**src/rtl/display_pkg.sv**
```systemverilog
// Shared types and constants for the multiplexed seven-segment credit/price display.
package display_pkg;

   localparam int BCD_W   = 4;
   localparam int DIGIT_W = 8;

   typedef enum logic {IDLE, CONVERT} state_e;

   // Largest value representable in n decimal digits; the saturation ceiling.
   function automatic int unsigned pow10m1(input int unsigned n);
      int unsigned r;
      r = 1;
      for (int unsigned i = 0; i < n; i++) r = r * 10;
      return r - 1;
   endfunction

endpackage

```
**src/rtl/bin2bcd_seq.sv**
```systemverilog
// Sequential double-dabble converter: one add-3-then-shift step per cycle, VALUE_W steps.
// done_o is asserted during the final step; bcd_o then carries that step's result.
module bin2bcd_seq
   import display_pkg::*;
#(
   parameter int VALUE_W    = 14,
   parameter int NUM_DIGITS = 4
) (
   input  logic                          clk,
   input  logic                          rst_n,
   input  logic                          start_i,
   input  logic [VALUE_W-1:0]            value_i,
   output logic                          done_o,
   output logic [NUM_DIGITS*BCD_W-1:0]   bcd_o
);

   localparam int BCD_TOT = NUM_DIGITS * BCD_W;
   localparam int CNT_W   = $clog2(VALUE_W + 1);

   logic                active_q, active_d;
   logic [VALUE_W-1:0]  bin_q, bin_d;
   logic [BCD_TOT-1:0]  bcd_q, bcd_d;
   logic [CNT_W-1:0]    cnt_q, cnt_d;
   logic [BCD_TOT-1:0]  adj;

   always_comb begin
      adj = bcd_q;
      for (int i = 0; i < NUM_DIGITS; i++) begin
         if (bcd_q[i*BCD_W +: BCD_W] >= BCD_W'(5))
            adj[i*BCD_W +: BCD_W] = bcd_q[i*BCD_W +: BCD_W] + BCD_W'(3);
      end
   end

   always_comb begin
      // NOTE: every _d is given its hold value first, so no path through this block leaves one unassigned and no latch is inferred.
      active_d = active_q;
      bin_d    = bin_q;
      bcd_d    = bcd_q;
      cnt_d    = cnt_q;
      done_o   = 1'b0;
      if (start_i) begin
         active_d = 1'b1;
         bin_d    = value_i;
         bcd_d    = '0;
         cnt_d    = '0;
      end else if (active_q) begin
         {bcd_d, bin_d} = {adj, bin_q} << 1;
         cnt_d          = cnt_q + CNT_W'(1);
         if (cnt_q == CNT_W'(VALUE_W - 1)) begin
            done_o   = 1'b1;
            active_d = 1'b0;
         end
      end
   end

   assign bcd_o = bcd_d;

   always_ff @(posedge clk or negedge rst_n) begin
      if (!rst_n) begin
         active_q <= 1'b0;
         bin_q    <= '0;
         bcd_q    <= '0;
         cnt_q    <= '0;
      end else begin
         // NOTE: non-blocking assignment so every flop samples pre-edge values regardless of statement order.
         active_q <= active_d;
         bin_q    <= bin_d;
         bcd_q    <= bcd_d;
         cnt_q    <= cnt_d;
      end
   end

endmodule

```
**src/rtl/display_scan_ctrl.sv**
```systemverilog
// Converts a binary amount to BCD and round-robins it onto a shared 7-seg decoder with active-low anodes.
// Optional: define BLANK_LEADING_ZERO_EN to keep anodes dark above the most-significant nonzero digit.
module display_scan_ctrl
   import display_pkg::*;
#(
   parameter int NUM_DIGITS = 4,
   parameter int VALUE_W    = 14,
   parameter int SCAN_DIV   = 50000
) (
   input  logic                    clk,
   input  logic                    rst_n,
   input  logic [VALUE_W-1:0]      value_in,
   input  logic                    load,
   output logic                    busy,
   output logic                    overflow,
   output logic [DIGIT_W-1:0]      digit,
   output logic [NUM_DIGITS-1:0]   an_n
);

   localparam int          BCD_TOT = NUM_DIGITS * BCD_W;
   localparam int          IDX_W   = (NUM_DIGITS > 1) ? $clog2(NUM_DIGITS) : 1;
   localparam int          PRE_W   = $clog2(SCAN_DIV);
   localparam int unsigned SAT_MAX = pow10m1(NUM_DIGITS);

   state_e                 state_q, state_d;
   logic                   ovf_q, ovf_d;
   logic [BCD_TOT-1:0]     disp_q, disp_d;
   logic [PRE_W-1:0]       pre_q;
   logic [IDX_W-1:0]       idx_q, idx_p_q;
   logic                   an_vld_q;
   logic [DIGIT_W-1:0]     digit_q;
   logic [NUM_DIGITS-1:0]  an_q, an_next;
   logic                   sat, accept, conv_done;
   logic [VALUE_W-1:0]     operand;
   logic [BCD_TOT-1:0]     conv_bcd;

   assign sat     = 32'(value_in) > SAT_MAX;
   assign operand = sat ? VALUE_W'(SAT_MAX) : value_in;
   assign accept  = (state_q == IDLE) && load;

   bin2bcd_seq #(
      .VALUE_W    (VALUE_W),
      .NUM_DIGITS (NUM_DIGITS)
   ) u_bin2bcd (
      .clk     (clk),
      .rst_n   (rst_n),
      .start_i (accept),
      .value_i (operand),
      .done_o  (conv_done),
      .bcd_o   (conv_bcd)
   );

   always_comb begin
      state_d = state_q;
      ovf_d   = ovf_q;
      disp_d  = disp_q;
      case (state_q)
         IDLE: begin
            if (load) begin
               state_d = CONVERT;
               ovf_d   = sat;
            end
         end
         CONVERT: begin
            if (conv_done) begin
               state_d = IDLE;
               disp_d  = conv_bcd;
            end
         end
         default: state_d = IDLE;
      endcase
   end

   // Anode uses the idx that produced the digit one stage earlier, matching the decoder's register.
   always_comb begin
      an_next = ~(NUM_DIGITS'(1) << idx_p_q);
`ifdef BLANK_LEADING_ZERO_EN
      begin
         logic [IDX_W-1:0] msd;
         msd = '0;
         for (int i = 0; i < NUM_DIGITS; i++) begin
            if (disp_q[i*BCD_W +: BCD_W] != '0) msd = IDX_W'(i);
         end
         if (idx_p_q > msd) an_next = '1;
      end
`endif
   end

   always_ff @(posedge clk or negedge rst_n) begin
      if (!rst_n) begin
         state_q  <= IDLE;
         ovf_q    <= 1'b0;
         disp_q   <= '0;
         pre_q    <= '0;
         idx_q    <= '0;
         idx_p_q  <= '0;
         an_vld_q <= 1'b0;
         digit_q  <= '0;
         an_q     <= '1;
      end else begin
         state_q <= state_d;
         ovf_q   <= ovf_d;
         disp_q  <= disp_d;
         if (pre_q == PRE_W'(SCAN_DIV - 1)) begin
            pre_q <= '0;
            idx_q <= (idx_q == IDX_W'(NUM_DIGITS - 1)) ? '0 : idx_q + IDX_W'(1);
         end else begin
            pre_q <= pre_q + PRE_W'(1);
         end
         digit_q  <= {{(DIGIT_W - BCD_W){1'b0}}, disp_q[idx_q*BCD_W +: BCD_W]};
         idx_p_q  <= idx_q;
         an_vld_q <= 1'b1;
         an_q     <= an_vld_q ? an_next : '1;
      end
   end

   assign busy     = (state_q == CONVERT);
   assign overflow = ovf_q;
   assign digit    = digit_q;
   assign an_n     = an_q;

endmodule

```
**config.mk**
```make
export PLATFORM = sky130hd
export DESIGN_NAME = display_scan_ctrl
export DESIGN_NICKNAME = d
export VERILOG_FILES = /design/src/rtl/display_pkg.sv /design/src/rtl/bin2bcd_seq.sv /design/src/rtl/display_scan_ctrl.sv
export SDC_FILE = /design/constraint.sdc
export NUM_CORES = 1
export LEC_CHECK = 0
export CORE_UTILIZATION = 55
export CTS_CLUSTER_SIZE = 20
export DETAILED_ROUTE_END_ITERATION = 8
export GPL_TIMING_DRIVEN = 0
export PLACE_DENSITY = 0.73
export SLEW_MARGIN = 20
export SYNTH_ARGS = -nofsm -noshare
export SYNTH_HDL_FRONTEND = slang
export SYNTH_SLANG_ARGS = --single-unit
```
**constraint.sdc**
```tcl
create_clock -name clk -period 2.2 [get_ports clk]
set_input_delay 0.33 -clock clk [delete_from_list [all_inputs] [get_ports clk]]
set_output_delay 0.33 -clock clk [all_outputs]
set_load 0.01 [all_outputs]
```
=== Yosys cells after proc, flatten, opt, wreduce, memory -nomap -nowiden ===
Cells that the tools add are included.

* Bits in registers: 82
* Logic and storage cells: 59

* Muxes and demuxes: 23
* Order comparisons: 5
* Shift-type cells: 2
* Reductions and logical operators: 4
* Eq/ne operators: 3
* Bitwise operators: 2
* Add/sub/neg operators: 7

{| class="wikitable"
|+ Operators by type and width
! cell !! number
|-
| 16-bit 2-to-1 mux || 3
|-
| 14-bit 2-to-1 mux || 3
|-
| 4-bit 2-to-1 mux || 6
|-
| 16-bit by 1-bit adder with 16-bit output (second input constant) || 1
|-
| 16-bit equality test (second input constant) || 1
|-
| 4-bit by 3-bit greater-or-equal comparator with 1-bit output (second input constant) || 4
|-
| 16-bit by 5-bit variable part select with 4-bit output || 1
|-
| 14-bit greater-than comparator (second input constant) || 1
|-
| 4-bit by 2-bit adder with 4-bit output (second input constant) || 3
|-
| 1-bit 2-to-1 mux || 8
|-
| 4-bit by 1-bit adder with 4-bit output (second input constant) || 1
|-
| 4-bit equality test (second input constant) || 1
|-
| 4-bit inverter || 1
|-
| 2-bit AND reduction || 2
|-
| 1-bit by 2-bit << shifter with 4-bit output (first input constant) || 1
|-
| 3-bit by 2-bit adder with 3-bit output (second input constant) || 1
|-
| 3-bit 2-to-1 mux || 1
|-
| 2-bit by 1-bit adder with 2-bit output (second input constant) || 1
|-
| 2-bit equality test (second input constant) || 1
|-
| 2-bit 2-to-1 mux || 1
|-
| 1-bit case mux with 2 select lines || 1
|-
| 2-bit nonzero test || 1
|-
| 1-bit logical AND || 1
|-
| 1-bit inverter || 1
|}

=== Logic depth before layout (Yosys ltp) ===
* Word-level depth: 6
* Depth in mapped cells: 8
* Gate-level depth less buffers: 6

=== Cells and area by module ===
From an unflattened synthesis, not the netlist that was laid out.

* Cells, all modules: 365
* Area total of the unflattened synthesis: 4071.4 um^2

{| class="wikitable"
|+ By module, submodules not included
! module !! cells each !! times used !! area an instance (um^2)
|-
| display_scan_ctrl || 163 || 1 || 2067.0
|-
| bin2bcd_seq || 202 || 1 || 2004.4
|}

=== Worst setup path before layout ===
OpenSTA, ideal clock, no wires.

* Path kind: register to register
* Start: register pre_q[0]
* End: register pre_q[10]
* Buffers on the path: 0
* Stages on the path, launching flop included: 6
* Setup slack: 620 ps
* Setup time: 65 ps
* Arrival time: 1515 ps
* Data required time: 2135 ps
* Cells stage by stage: dfrtp_1 -> ha_1 -> and3_1 -> and4_1 -> or4_1 -> nand2_1

* Word-level cells in the longest chain between the ends: 2

{| class="wikitable"
|+ RTL lines
! element !! line !! source
|-
| start, declared || display_scan_ctrl.sv:28 || <nowiki>logic [PRE_W-1:0] pre_q;</nowiki>
|-
| start signal, assigned || display_scan_ctrl.sv:108 || <nowiki>pre_q <= pre_q + PRE_W'(1);</nowiki>
|-
| 16-bit by 1-bit adder with 16-bit output or 16-bit equality test (tied branches) || display_scan_ctrl.sv:108, display_scan_ctrl.sv:104 ||
|-
| 16-bit 2-to-1 mux * || display_scan_ctrl.sv:104 || <nowiki>if (pre_q == PRE_W'(SCAN_DIV - 1)) begin</nowiki>
|}

Mark *: on every way between the ends. The rest lies on a longest branch, timed or not.
A chain may end at the register's enable or synchronous reset.

=== Worst setup path in the final report ===
* Start: register u_bin2bcd.cnt_q[0]
* End: register disp_q[6]

* Word-level cells in the longest chain between the ends: 5

{| class="wikitable"
|+ RTL lines
! element !! line !! source
|-
| start, declared || bin2bcd_seq.sv:23 || <nowiki>logic [CNT_W-1:0] cnt_q, cnt_d;</nowiki>
|-
| start signal, assigned || bin2bcd_seq.sv:69 || <nowiki>cnt_q <= cnt_d;</nowiki>
|-
| 4-bit equality test || bin2bcd_seq.sv:49 || <nowiki>if (cnt_q == CNT_W'(VALUE_W - 1)) begin</nowiki>
|-
| 1-bit 2-to-1 mux || bin2bcd_seq.sv:49 ||
|-
| 1-bit 2-to-1 mux || bin2bcd_seq.sv:46 || <nowiki>end else if (active_q) begin</nowiki>
|-
| 1-bit 2-to-1 mux || bin2bcd_seq.sv:41 || <nowiki>if (start_i) begin</nowiki>
|-
| 2-bit AND reduction (no source line) || n/a ||
|-
| end signal, assigned || display_scan_ctrl.sv:103 || <nowiki>disp_q <= disp_d;</nowiki>
|-
| end, declared || display_scan_ctrl.sv:27 || <nowiki>logic [BCD_TOT-1:0] disp_q, disp_d;</nowiki>
|}

No other way between the ends.

==> impl_metrics.env <==
export IMPL_clock_fmax_mhz=527
export IMPL_yosysMostFrequentCell="dfrtp_1"
export IMPL_drive_above_1_share_pct=11.7
export IMPL_fin_skew_ns=0.00551
export IMPL_stdcell_count=507
export IMPL_cp_slowest_stage_delay_ns=0.45
export IMPL_multiInputGateArea_um2=1710
export IMPL_endpoint_kind="flip-flop"
export IMPL_wl_um=7560
export IMPL_syn2layout_area_growth_pct=16.5
export IMPL_dieArea_um2=7450
export IMPL_ant_nets=0
export IMPL_viasPerCell=5.44
export IMPL_synth_warnings=0
export IMPL_reg2reg_depth=7
export IMPL_drv_cap=0
export IMPL_grt_max_degree=54
export IMPL_reg2reg_slack_ns=0.30
export IMPL_syn_avg_cell_area_um2=10.7
export IMPL_post_route_period_util_pct=86.2
export IMPL_diodes=0
export IMPL_grt_total_usage_pct=23.2
export IMPL_critical_path_required_ns=2.47
export IMPL_place_inst=490
export IMPL_start_util_pct=57.2
export IMPL_fp_dieH_um=86.3
export IMPL_p_leak_uw=0.00206
export IMPL_gp_congestion=0.838
export IMPL_reg2reg_to="disp_q[6]"
export IMPL_cp_start_kind="flip-flop"
export IMPL_cts_sinks=82
export IMPL_final_nets=435
export IMPL_clk_latency_ns=0.35
export IMPL_yosysUniqueCellTypes=44
export IMPL_stdcell_area_um2=4560
export IMPL_drt_iter0_markers=113
export IMPL_drc=0
export IMPL_regArea_um2=2060
export IMPL_crit_slowest_cell="clkbuf_1"
export IMPL_hold_path_class="flip-flop to flip-flop"
export IMPL_coreArea_um2=6830
export IMPL_maxSlewHeadroom_pct=59.0
export IMPL_overflow=0
export IMPL_placed_cell_area_um2=4330
export IMPL_synth_edf_count=0
export IMPL_synth_ff_type="dfrtp_1"
export IMPL_htree_levels=3
export IMPL_reg2reg_from="u_bin2bcd.cnt_q[0]"
export IMPL_arrival_ns=2.17
export IMPL_power_density_nw_per_um2=1210
export IMPL_yosys_area_top_type="dfrtp_1"
export IMPL_cts_path_max_buffers=2
export IMPL_vias=2760
export IMPL_hold_viol=0
export IMPL_synth_top_area_share_pct=49.9
export IMPL_rsz0062_at_grt="no"
export IMPL_crit_fanout=10
export IMPL_final_util_pct=66.7
export IMPL_antenna_found_initial=0
export IMPL_port_buffers=26
export IMPL_grt_pass1_vias=2756
export IMPL_period_needed_ns=1.90
export IMPL_fp_dieW_um=86.3
export IMPL_ys_seq_elements=82
export IMPL_vdd_drop_max_mv=0.773
export IMPL_crit_path_start="u_bin2bcd.cnt_q[0]"
export IMPL_pin_count=31
export IMPL_fill_cells=535
export IMPL_synth_top_cells_by_area="dfrtp_1 (50%), nand2_1 (4.1%), mux2i_1 (4.1%)"
export IMPL_cts_tree="built"
export IMPL_ys_seq_area_share_pct=52.6
export IMPL_setup_viol=0
export IMPL_tightest_slew_ns=0.614
export IMPL_numCtsBuffers=9
export IMPL_grt_pass1_wl_um=13000
export IMPL_crit_type="flip-flop to flip-flop"
export IMPL_rows=30
export IMPL_cts_clk_slew_worst_paths_ns=0.08
export IMPL_hold_worst_slack_ns=0.430
export IMPL_yosys_top_cells_count="dfrtp_1 (78), nand2_1 (43), o21ai_0 (30), nor2_1 (22), mux2i_1 (16)"
export IMPL_clockRootBuffer="clkbuf_8"
export IMPL_worstSetupEndpoint="disp_q[6]"
export IMPL_syn_area_um2=3910
export IMPL_status="finished clean"
export IMPL_syn_instance_count=364
export IMPL_drtPass1Iterations=4
export IMPL_wl_per_cell_um=14.9
export IMPL_ys_async_sr_fraction_pct=100
export IMPL_slew_violations=0
export IMPL_cp_cell_sequence="ha_1 > and3_1 > nand3_1 > buf_2 > clkbuf_1 > nand2_1 > o31ai_1"
export IMPL_place_hpwl_um=5300
export IMPL_tns_ns=0
[registers in the layout, indices dropped and copies added, names as in the netlist]
register / flops
u_bin2bcd.bcd_q: 16
u_bin2bcd.bin_q: 14
idx_q: 2
idx_p_q: 2
an_n: 4
pre_q: 16
digit: 4
u_bin2bcd.cnt_q: 4
u_bin2bcd.active_q: 1
disp_q: 16
busy: 1
overflow: 1
an_vld_q: 1
[cell usage in the layout, fill, tap and decap left out, drive strengths merged, types with 11 or more instances in the layout]
cell type,instances
buf,15
inv,11
nand3,14
ha,12
nor2,22
mux2i,16
a211oi,13
clkdlybuf4s50,25
o21ai,30
dfrtp,78
clkbuf,19
nand2,43
[metal layers]
| layer | global-route usage (%) | vias to the layer above | wire (um) | part of all wire (%) |
|---|---|---|---|---|
| li1 | - | 1370 | - | - |
| met1 | 29.6 | 1318 | 3440 | 46 |
| met2 | 37.7 | 56 | 3720 | 49 |
| met3 | 4.48 | 16 | 213 | 2.8 |
| met4 | 12.1 | 0 | 187 | 2.5 |
| met5 | 0 | - | 0 | 0 |
[power breakdown]
group | switching (uW) | leakage [uW] | internal [uW]
logic | 1060 | 0.000924 | 919
registers | 332 | 0.00103 | 2010
clock network | 533 | 0.000109 | 667
total | 1930 | 0.00206 | 3590
[worst min path at each step]
stage          cells past startpoint  startpoint         end  slack (ns)
5_1_grt                            0    idx_q[0]  idx_p_q[0]        0.45
6_report                           0    idx_q[0]  idx_p_q[0]        0.43
2_1_floorplan                      0       rst_n    an_vld_q        0.03
4_1_cts                            0    idx_q[0]  idx_p_q[0]        0.43
3_3_place_gp                       0    idx_q[0]  idx_p_q[0]        0.40
3_5_place_dp                       1       rst_n    digit[0]        0.30
[kinds of logic (layout without fill, tap and decap cells)]
| kind of cell | after synthesis | count (layout) | share of synthesized area, % |
|---|---|---|---|
| compound gates | 66 | 66 | 10.4 |
| xor+xnor | 17 | 17 | 3.81 |
| fa+ha+maj | 12 | 12 | 3.84 |
| buf+inv | 32 | 76 | 4.03 |
| flops | 82 | 82 | 52.6 |
| mux | 28 | 28 | 8.80 |
| other cells | 2 | 5 | 0.192 |
| simple gates | 125 | 125 | 16.4 |
[per-stage QoR]
stage                     worst slack (ns)  power, uW
final                                0.303       5520
after global routing                 0.157       5940
after CTS                            0.314       5570
after detailed placement            0.0303       4340
after global placement               -2.09       4250
after floorplan                      0.620       3730
[cell type report]
| class | instances | area share (%) |
|---|---|---|
| Inverter | 11 | 0.906 |
| Buffer | 21 | 2.55 |
| Multi-Input combinational cell | 253 | 37.5 |
| Timing Repair Buffer | 28 | 6.48 |
| Sequential cell | 82 | 45.2 |
| Clock buffer | 11 | 3.10 |
| Clock inverter | 5 | 1.70 |
| Tap cell | 96 | 2.64 |
[what timing repair did]
item,CTS,global route
gates resized for setup,0,0
endpoints found under the hold margin,29,0
hold buffers,1,0
buffers inserted,0,0
endpoints found under the setup margin,0,0
[worst max-delay path: cells and delay by family (launching register included)]
family / cells / cell delay [ns]
flops: 1 / 0.43
simple gates: 3 / 0.39
buf+inv: 2 / 0.69
compound gates: 1 / 0.08
fa+ha+maj: 1 / 0.21
Power figures use the tool's default switching activity.
